### src/rtl/depth_level_quant.sv
// depth_level_quant: holds per-frame threshold sets, quantises depth pixels into levels, keeps per-frame level counts
module depth_level_quant #(
   parameter int P_DEPTH_BIT = 8,
   parameter int P_TH_NUM    = 4,
   parameter int P_LEVEL_BIT = 3,
   parameter int P_CNT_BIT   = 16
) (
   input  logic                               clk,
   input  logic                               rstn,
   input  logic                               th_valid,
   output logic                               th_ready,
   input  logic [P_TH_NUM*P_DEPTH_BIT-1:0]    th,
   input  logic                               pix_valid,
   output logic                               pix_ready,
   input  logic [P_DEPTH_BIT-1:0]             pix_depth,
   input  logic                               pix_sof,
   input  logic                               pix_eof,
   output logic                               out_valid,
   input  logic                               out_ready,
   output logic [P_LEVEL_BIT-1:0]             out_level,
   output logic                               out_sof,
   output logic                               out_eof,
   output logic                               cnt_valid,
   output logic [(P_TH_NUM+1)*P_CNT_BIT-1:0]  level_cnt,
   output logic                               th_stale,
   output logic                               frm_err
);
   localparam int TW = P_TH_NUM*P_DEPTH_BIT;
   localparam int CW = (P_TH_NUM+1)*P_CNT_BIT;
   typedef enum logic {IDLE, ACTIVE} state_t;
   state_t state_q, state_d;
   logic [TW-1:0] pend_q, act_q, th_use;
   logic pend_full_q, pend_full_d;
   logic out_valid_q, out_sof_q, out_eof_q, cnt_valid_q, th_stale_q, frm_err_q;
   logic [P_LEVEL_BIT-1:0] out_level_q, lvl;
   logic [CW-1:0] cnt_q, cnt_d, base, level_cnt_q;
   logic acc, sof_acc, proc;
   assign th_ready  = !pend_full_q;
   assign pix_ready = !out_valid_q || out_ready;
   assign acc       = pix_valid && pix_ready;
   assign sof_acc   = acc && pix_sof;
   assign proc      = acc && (pix_sof || state_q == ACTIVE);
   assign th_use    = (sof_acc && pend_full_q) ? pend_q : act_q;
   assign pend_full_d = pend_full_q ? !sof_acc : th_valid;
   assign state_d   = proc ? (pix_eof ? IDLE : ACTIVE) : state_q;
   assign out_valid = out_valid_q;
   assign out_level = out_level_q;
   assign out_sof   = out_sof_q;
   assign out_eof   = out_eof_q;
   assign cnt_valid = cnt_valid_q;
   assign level_cnt = level_cnt_q;
   assign th_stale  = th_stale_q;
   assign frm_err   = frm_err_q;
   // level is the number of thresholds at or below the pixel depth; sof uses the freshly promoted set
   always_comb begin
      lvl = '0;
      for (int i = 0; i < P_TH_NUM; i++)
         lvl = lvl + P_LEVEL_BIT'(pix_depth >= th_use[i*P_DEPTH_BIT +: P_DEPTH_BIT]);
   end
   // per-level counts restart on sof and saturate instead of wrapping
   always_comb begin
      base  = pix_sof ? '0 : cnt_q;
      cnt_d = base;
      for (int j = 0; j <= P_TH_NUM; j++)
         if (int'(lvl) == j && !(&base[j*P_CNT_BIT +: P_CNT_BIT]))
            cnt_d[j*P_CNT_BIT +: P_CNT_BIT] = base[j*P_CNT_BIT +: P_CNT_BIT] + 1'b1;
   end
   // threshold slots, frame state, output stage, counters and status pulses
   always_ff @(posedge clk or negedge rstn) begin
      if (!rstn) begin
         pend_q      <= '0;
         pend_full_q <= 1'b0;
         act_q       <= '1;
         state_q     <= IDLE;
         out_valid_q <= 1'b0;
         out_level_q <= '0;
         out_sof_q   <= 1'b0;
         out_eof_q   <= 1'b0;
         cnt_q       <= '0;
         level_cnt_q <= '0;
         cnt_valid_q <= 1'b0;
         th_stale_q  <= 1'b0;
         frm_err_q   <= 1'b0;
      end else begin
         if (th_valid && th_ready) pend_q <= th;
         pend_full_q <= pend_full_d;
         act_q       <= th_use;
         state_q     <= state_d;
         if (pix_ready) out_valid_q <= proc;
         if (proc) begin
            out_level_q <= lvl;
            out_sof_q   <= pix_sof;
            out_eof_q   <= pix_eof;
            cnt_q       <= cnt_d;
         end
         if (proc && pix_eof) level_cnt_q <= cnt_d;
         cnt_valid_q <= proc && pix_eof;
         th_stale_q  <= sof_acc && !pend_full_q;
         frm_err_q   <= acc && (state_q == ACTIVE ? pix_sof : !pix_sof);
      end
   end
endmodule
### config.mk
export PLATFORM = sky130hd
export DESIGN_NAME = depth_level_quant
export DESIGN_NICKNAME = d
export VERILOG_FILES = /design/src/rtl/depth_level_quant.sv
export SDC_FILE = /design/constraint.sdc
export NUM_CORES = 1
export LEC_CHECK = 0
export CAP_MARGIN = 5
export CORE_UTILIZATION = 40
export CTS_CLUSTER_DIAMETER = 100
export DETAILED_ROUTE_END_ITERATION = 10
export HOLD_SLACK_MARGIN = 0.12
export PLACE_DENSITY_LB_ADDON = 0.12
export REMOVE_ABC_BUFFERS = 1
export SLEW_MARGIN = 20
export SYNTH_ARGS = -nofsm -noshare
export SYNTH_HDL_FRONTEND = slang
export SYNTH_SLANG_ARGS = --single-unit
### constraint.sdc
create_clock -name clk -period 9.3 [get_ports clk]
set_input_delay 0.93 -clock clk [delete_from_list [all_inputs] [get_ports clk]]
set_output_delay 0.93 -clock clk [all_outputs]
set_load 0.05 [all_outputs]
After elaboration in Yosys (flattened, before gate mapping):

Index checks and enable logic that the tools add are counted.

* bits in registers: 235
* bits in latches: 0
* bits in writable memories: 0
* ROM bits: 0
* input port bits: 47
* output and inout bits: 91
* word-level logic and storage cells: 69
* memories kept: 0

* add/sub/neg operators: 8
* $mul: 0
* divide/modulo/power cells: 0
* $lt $le $gt $ge: 4
* equal/unequal tests: 4
* shifts and indexed selects: 0
* mux-type cells: 10
* bitwise gates (word level): 0
* reduce and logical (&&, ||, !) cells: 30

Operator list (count)
* adder 16 x 1 -> 16 bit (second input constant): 5
* 2-to-1 mux 16 bit: 5
* 2-to-1 mux 80 bit: 1
* AND reduction 16 bit: 5
* >= comparator 8 bit: 4
* 2-to-1 mux 32 bit: 1
* logical AND 1 bit: 13
* == test 3 bit (second input constant): 3
* logical NOT 1 bit: 9
* adder 2 x 1 -> 3 bit: 1
* adder 3 x 1 -> 3 bit: 1
* == test 3 x 2 -> 1 bit (second input constant): 1
* logical NOT 3 bit: 1
* 2-to-1 mux 1 bit: 3
* adder 1 x 1 -> 2 bit: 1
* logical OR 1 bit: 2

Longest topological paths before layout:

* depth in word-level cells: 13
* depth in mapped cells: 22
* mapped depth without buffers: 18

Least setup slack after synthesis:

Ideal clock, no wire load.

* path kind: input port to flip-flop
* start point: input out_ready
* end point: register cnt_q[13]
* setup time: 129 ps
* data arrival time: 5771 ps
* data required time: 9171 ps
* slack: 3400 ps
* stages on the path: 19
* path buffers: 1
* cells stage by stage: nor2b_1 inv_1 nand4_1 buf_2 mux2_2 inv_1 ha_1 a2111oi_0 nand2_1 o21ai_0 a31oi_1 fa_1 ha_1 ha_1 or4b_1 or4_4 nor3_2 mux2i_1 o21ai_1

* longest elaborated chain between the ends: 12

Ends and longest elaborated chain
* from (decl): RTL line 19 `input logic out_ready,`
* logical OR 1 bit: RTL line 39 `assign pix_ready = !out_valid_q || out_ready;`
* via pix_ready: RTL line 14 `output logic pix_ready,`
* logical AND 1 bit: RTL line 40 `assign acc = pix_valid && pix_ready;`
* logical AND 1 bit: RTL line 41 `assign sof_acc = acc && pix_sof;`
* logical AND 1 bit: RTL line 43 `assign th_use = (sof_acc && pend_full_q) ? pend_q : act_q;`
* 2-to-1 mux 32 bit: RTL line 43
* via th_use[5]: RTL line 32 `logic [TW-1:0] pend_q, act_q, th_use;`
* >= comparator 8 bit: RTL line 58 `lvl = lvl + P_LEVEL_BIT'(pix_depth >= th_use[i*P_DEPTH_BIT +: P_DEPTH_BIT]);`
* adder 1 x 1 -> 2 bit: RTL line 58
* adder 2 x 1 -> 3 bit: RTL line 58
* adder 3 x 1 -> 3 bit: RTL line 58
* via lvl[1]: RTL line 35 `logic [P_LEVEL_BIT-1:0] out_level_q, lvl;`
* logical NOT 3 bit: RTL line 65 `if (int'(lvl) == j && !(&base[j*P_CNT_BIT +: P_CNT_BIT]))`
* logical AND 1 bit: RTL line 65
* 2-to-1 mux 16 bit: RTL line 65
* to (signal assigned): RTL line 94 `cnt_q <= cnt_d;`
* to (decl): RTL line 36 `logic [CW-1:0] cnt_q, cnt_d, base, level_cnt_q;`

The timed path passes the listed nets, and every way through them passes these cells.
A chain may end at the register's enable or synchronous reset.

Final worst setup path:

* start point: input out_ready
* end point: register level_cnt_q[42], in the netlist level_cnt[42]

* longest elaborated chain between the ends: 12

Ends and longest elaborated chain
* logical OR 1 bit *: RTL line 39
* logical AND 1 bit *: RTL line 40
* logical AND 1 bit *: RTL line 41
* logical AND 1 bit *: RTL line 43
* 2-to-1 mux 32 bit *: RTL line 43
* >= comparator 8 bit: RTL line 58
* adder 1 x 1 -> 2 bit: RTL line 58
* adder 2 x 1 -> 3 bit: RTL line 58
* adder 3 x 1 -> 3 bit *: RTL line 58
* via lvl[1]: RTL line 35
* == test 3 bit *: RTL line 65
* logical AND 1 bit *: RTL line 65
* 2-to-1 mux 16 bit *: RTL line 65
* to (signal assigned): RTL line 96 `if (proc && pix_eof) level_cnt_q <= cnt_d;`
* to (decl): RTL line 36

The timed path passes the listed nets; every way through them passes the cells marked *.

==> results.py <==
metrics = {
    "status": {
        "outcome": "finished, final reports clean",
    },
    "pwr": {
        "ir_drop_mv": 0.1892,
        "p_switching_mw": 1.516,
        "p_comb_share_pct": 38.1,
        "cellPowerDensity_nw_per_um2": 258.0,
        "clkPwrFrac_pct": 27.0,
        "power.internal_mw": 2.487,
        "p_leak_nw": 6.607,
        "sequentialPowerShare_pct": 34.9,
        "switching_share_pct": 37.87,
    },
    "worst_hold_path": {
        "hold_path_class": "in -> async",
    },
    "timing": {
        "fin_crit_ns": 6.456,
        "tightest_slew_ns": 0.9706,
        "slew_viol_final": 0,
        "relSlewSlack_pct": 35.29,
        "hold_viol_final": 0,
        "clock-skew-final_ns": 0.02059,
        "timing.final.ws_setup_ns": 2.844,
        "clock.fmax_mhz": 154.9,
        "rsz0062_at_grt": "false",
        "layout_worst_path_cycle_share_pct": 69.42,
        "tns_ns": 0,
        "setup_viol_count_final": 0,
    },
    "clock_network": {
        "cts_tree": "yes",
        "cts_buffer_depth": 3,
        "cts-htree-levels": 1,
        "clock_sinks": 235,
        "cts_repair_resize_count": 0,
        "clk_pin_slew_ns": 0.06,
        "cts_setup_buffers": 0,
        "postCtsHoldBufs": 0,
        "cts_buffers": 27,
        "clk_latency_ns": 0.55,
        "cts_root_buf": "clkbuf_16",
    },
    "die": {
        "io_pins": 138,
        "core_um2": 31640,
        "die_x_um": 181.7,
        "die_area_um2": 33010,
        "start_util_pct": 40.83,
        "die_h_um": 181.7,
        "row_count": 65,
    },
    "cells_and_area": {
        "final_cell_mix": "dfrtp_1 (203), nand2_1 (195), clkdlybuf4s50_1 (135)",
        "antenna_cells": 0,
        "final_nets": 1525,
        "n_fill_cell": 2957,
        "utilization_pct": 49.04,
        "final_common_cell": "dfrtp_1",
        "drive_gt1_share_pct": 11.93,
        "area_delta_synth_final_pct": 20.12,
    },
    "worst_setup_path": {
        "end_kind": "flip-flop",
        "crit_path_end": "level_cnt[42]",
        "r2r_cells": 19,
        "worstPathRequired_ns": 9.75,
        "cp-startpoint": "out_ready",
        "worstPathMaxFanout": 12,
        "r2r_slack_ns": 3.25,
        "worstReg2RegStart": "out_valid",
        "r2r-end": "level_cnt[42]",
        "startpoint_type": "input pin",
        "critPathKind": "in -> reg",
        "worstPathArrival_ns": 6.91,
    },
    "route": {
        "viasPerCell": 5.318,
        "first_iter_violations": 646,
        "vias": 9891,
        "routed_wl_um": 31740,
        "ant_nets": 0,
        "drcViolationCount": 0,
        "drt_pre_antenna_iters": 5,
        "wl_per_cell_um": 17.06,
    },
    "job": {
        "cap_viol_max_count": 0,
    },
    "placement": {
        "place_congestion": 0.8146,
        "dp_worst_setup_slack_ns": 1.684,
        "hpwl_um": 20920,
        "port-buffer-count": 137,
    },
    "synth": {
        "ys_types": 83,
        "synth_cells": 1329,
        "synth_ff_type": "dfrtp_1",
        "synth-seq-cells": 235,
        "syn-cell-area_um2": 12920,
        "async_flop_share_pct": 100.0,
        "syn-mean-instance-area_um2": 9.719,
        "synth_edf_count": 0,
        "ys_seq_area_share_pct": 45.84,
        "synth_top_area_share_pct": 39.33,
        "yosysWarnings": 0,
        "synth_area_leaders": "dfrtp_1 (39%), dfstp_2 (6.5%), nand2_1 (5.7%), mux2i_1 (5.2%), o21ai_0 (4.0%)",
        "synth_top_area_cell": "dfrtp_1",
    },
    "global_route": {
        "grt_overflow": 0,
        "grt_max_degree": 100,
        "grt_usage_pct": 19.48,
        "grt_first_pass_wirelength_um": 52030,
        "grt_pass1_vias": 9828,
        "antenna_found_initial": 0,
    },
}
stage by stage:
stage                     hold WS [ns]  std cells  power [mW]  area [um2]
after detailed placement        0.4705       1809       2.955       14590
after global placement          0.4618       1809       2.930       14590
final                           0.4165       1860       4.003       15510
after floorplan                 0.4735       1256       2.455       12600
after global routing            0.4990       1860       4.246       15510
after CTS                       0.4517       1859       4.050       15490
logic make-up after synthesis:
logic type / Yosys count / synth area share (%)
AOI/OAI and AO/OA: 242 / 11.87
xor gates and xnor gates: 58 / 3.933
adders and majority gates: 41 / 4.030
buffers and inverters: 118 / 3.768
DFF: 235 / 45.84
muxes: 109 / 8.854
and+or+nand+nor: 526 / 21.71
cell usage after synthesis (all sizes together), types with 19 or more instances:
cell type  number
nor2           75
a21oi          38
nand3          45
clkbuf         48
a31oi          19
nor2b          44
inv            45
buf            25
nor3           37
o21ai         109
nand4          26
nand2         195
xnor2          44
mux2i          67
ha             40
dfrtp         203
mux2           42
dfstp          32
worst max-delay path, cell delays in order:
cell,delay [ns]
clkdlybuf4s50_1,0.40
nor2b_1,0.30
inv_1,0.15
nand4_1,0.40
buf_6,0.24
buf_4,0.22
mux2i_1,0.12
ha_1,0.20
a2111oi_0,0.63
nand2_1,0.09
o21ai_0,0.12
a31oi_1,0.09
fa_1,0.54
ha_1,0.22
ha_1,0.59
nor3b_2,0.39
nand4_1,0.34
or4b_4,0.59
xor2_1,0.16
o31ai_2,0.17
power by group through the flow:
stage	combinational (mW)	clock, mW	sequential (mW)
2_1_floorplan	0.898	0	1.56
3_3_place_gp	1.52	0	1.41
3_5_place_dp	1.54	0	1.41
4_1_cts	1.54	1.11	1.40
5_1_grt	1.68	1.15	1.42
6_report	1.52	1.08	1.40
flip-flops by register name, summed over array words and instances (netlist names), 3 cells and up:
signal	count
cnt_q	80
pend_q	32
out_level	3
level_cnt	80
act_q	32
layer usage:
metal | wire length (um) | global-route usage [%] | vias up
met5 | 0 | 0 | -
met4 | 701 | 5.322 | 0
met3 | 1124 | 2.708 | 41
met2 | 14730 | 32.68 | 152
met1 | 15180 | 26.29 | 4786
li1 | - | - | 4912
final cells by class:
class | instances | area (um2) | share of cell area [%]
multi-input cells | 976 | 6534 | 42.11
flip-flops and latches | 235 | 5921 | 38.16
repair buffers | 152 | 1490 | 9.605
clock buffers | 42 | 802.0 | 5.169
well taps | 402 | 503.0 | 3.242
inverters | 45 | 168.9 | 1.089
clock inverters | 8 | 96.34 | 0.6210
worst min path at each step:
| stage | from | cells past startpoint | to | slack [ns] |
|---|---|---|---|---|
| 3_5_place_dp | level_cnt[59] | 2 | level_cnt[59] | 0.47 |
| 5_1_grt | rstn | 1 | pend_q[29] | 0.50 |
| 6_report | rstn | 1 | pend_q[21] | 0.42 |
| 3_3_place_gp | level_cnt[60] | 2 | level_cnt[60] | 0.46 |
| 4_1_cts | rstn | 1 | pend_q[12] | 0.45 |
| 2_1_floorplan | cnt_q[17] | 2 | cnt_q[17] | 0.47 |
Note: power is estimated with default switching activity, not from simulation.
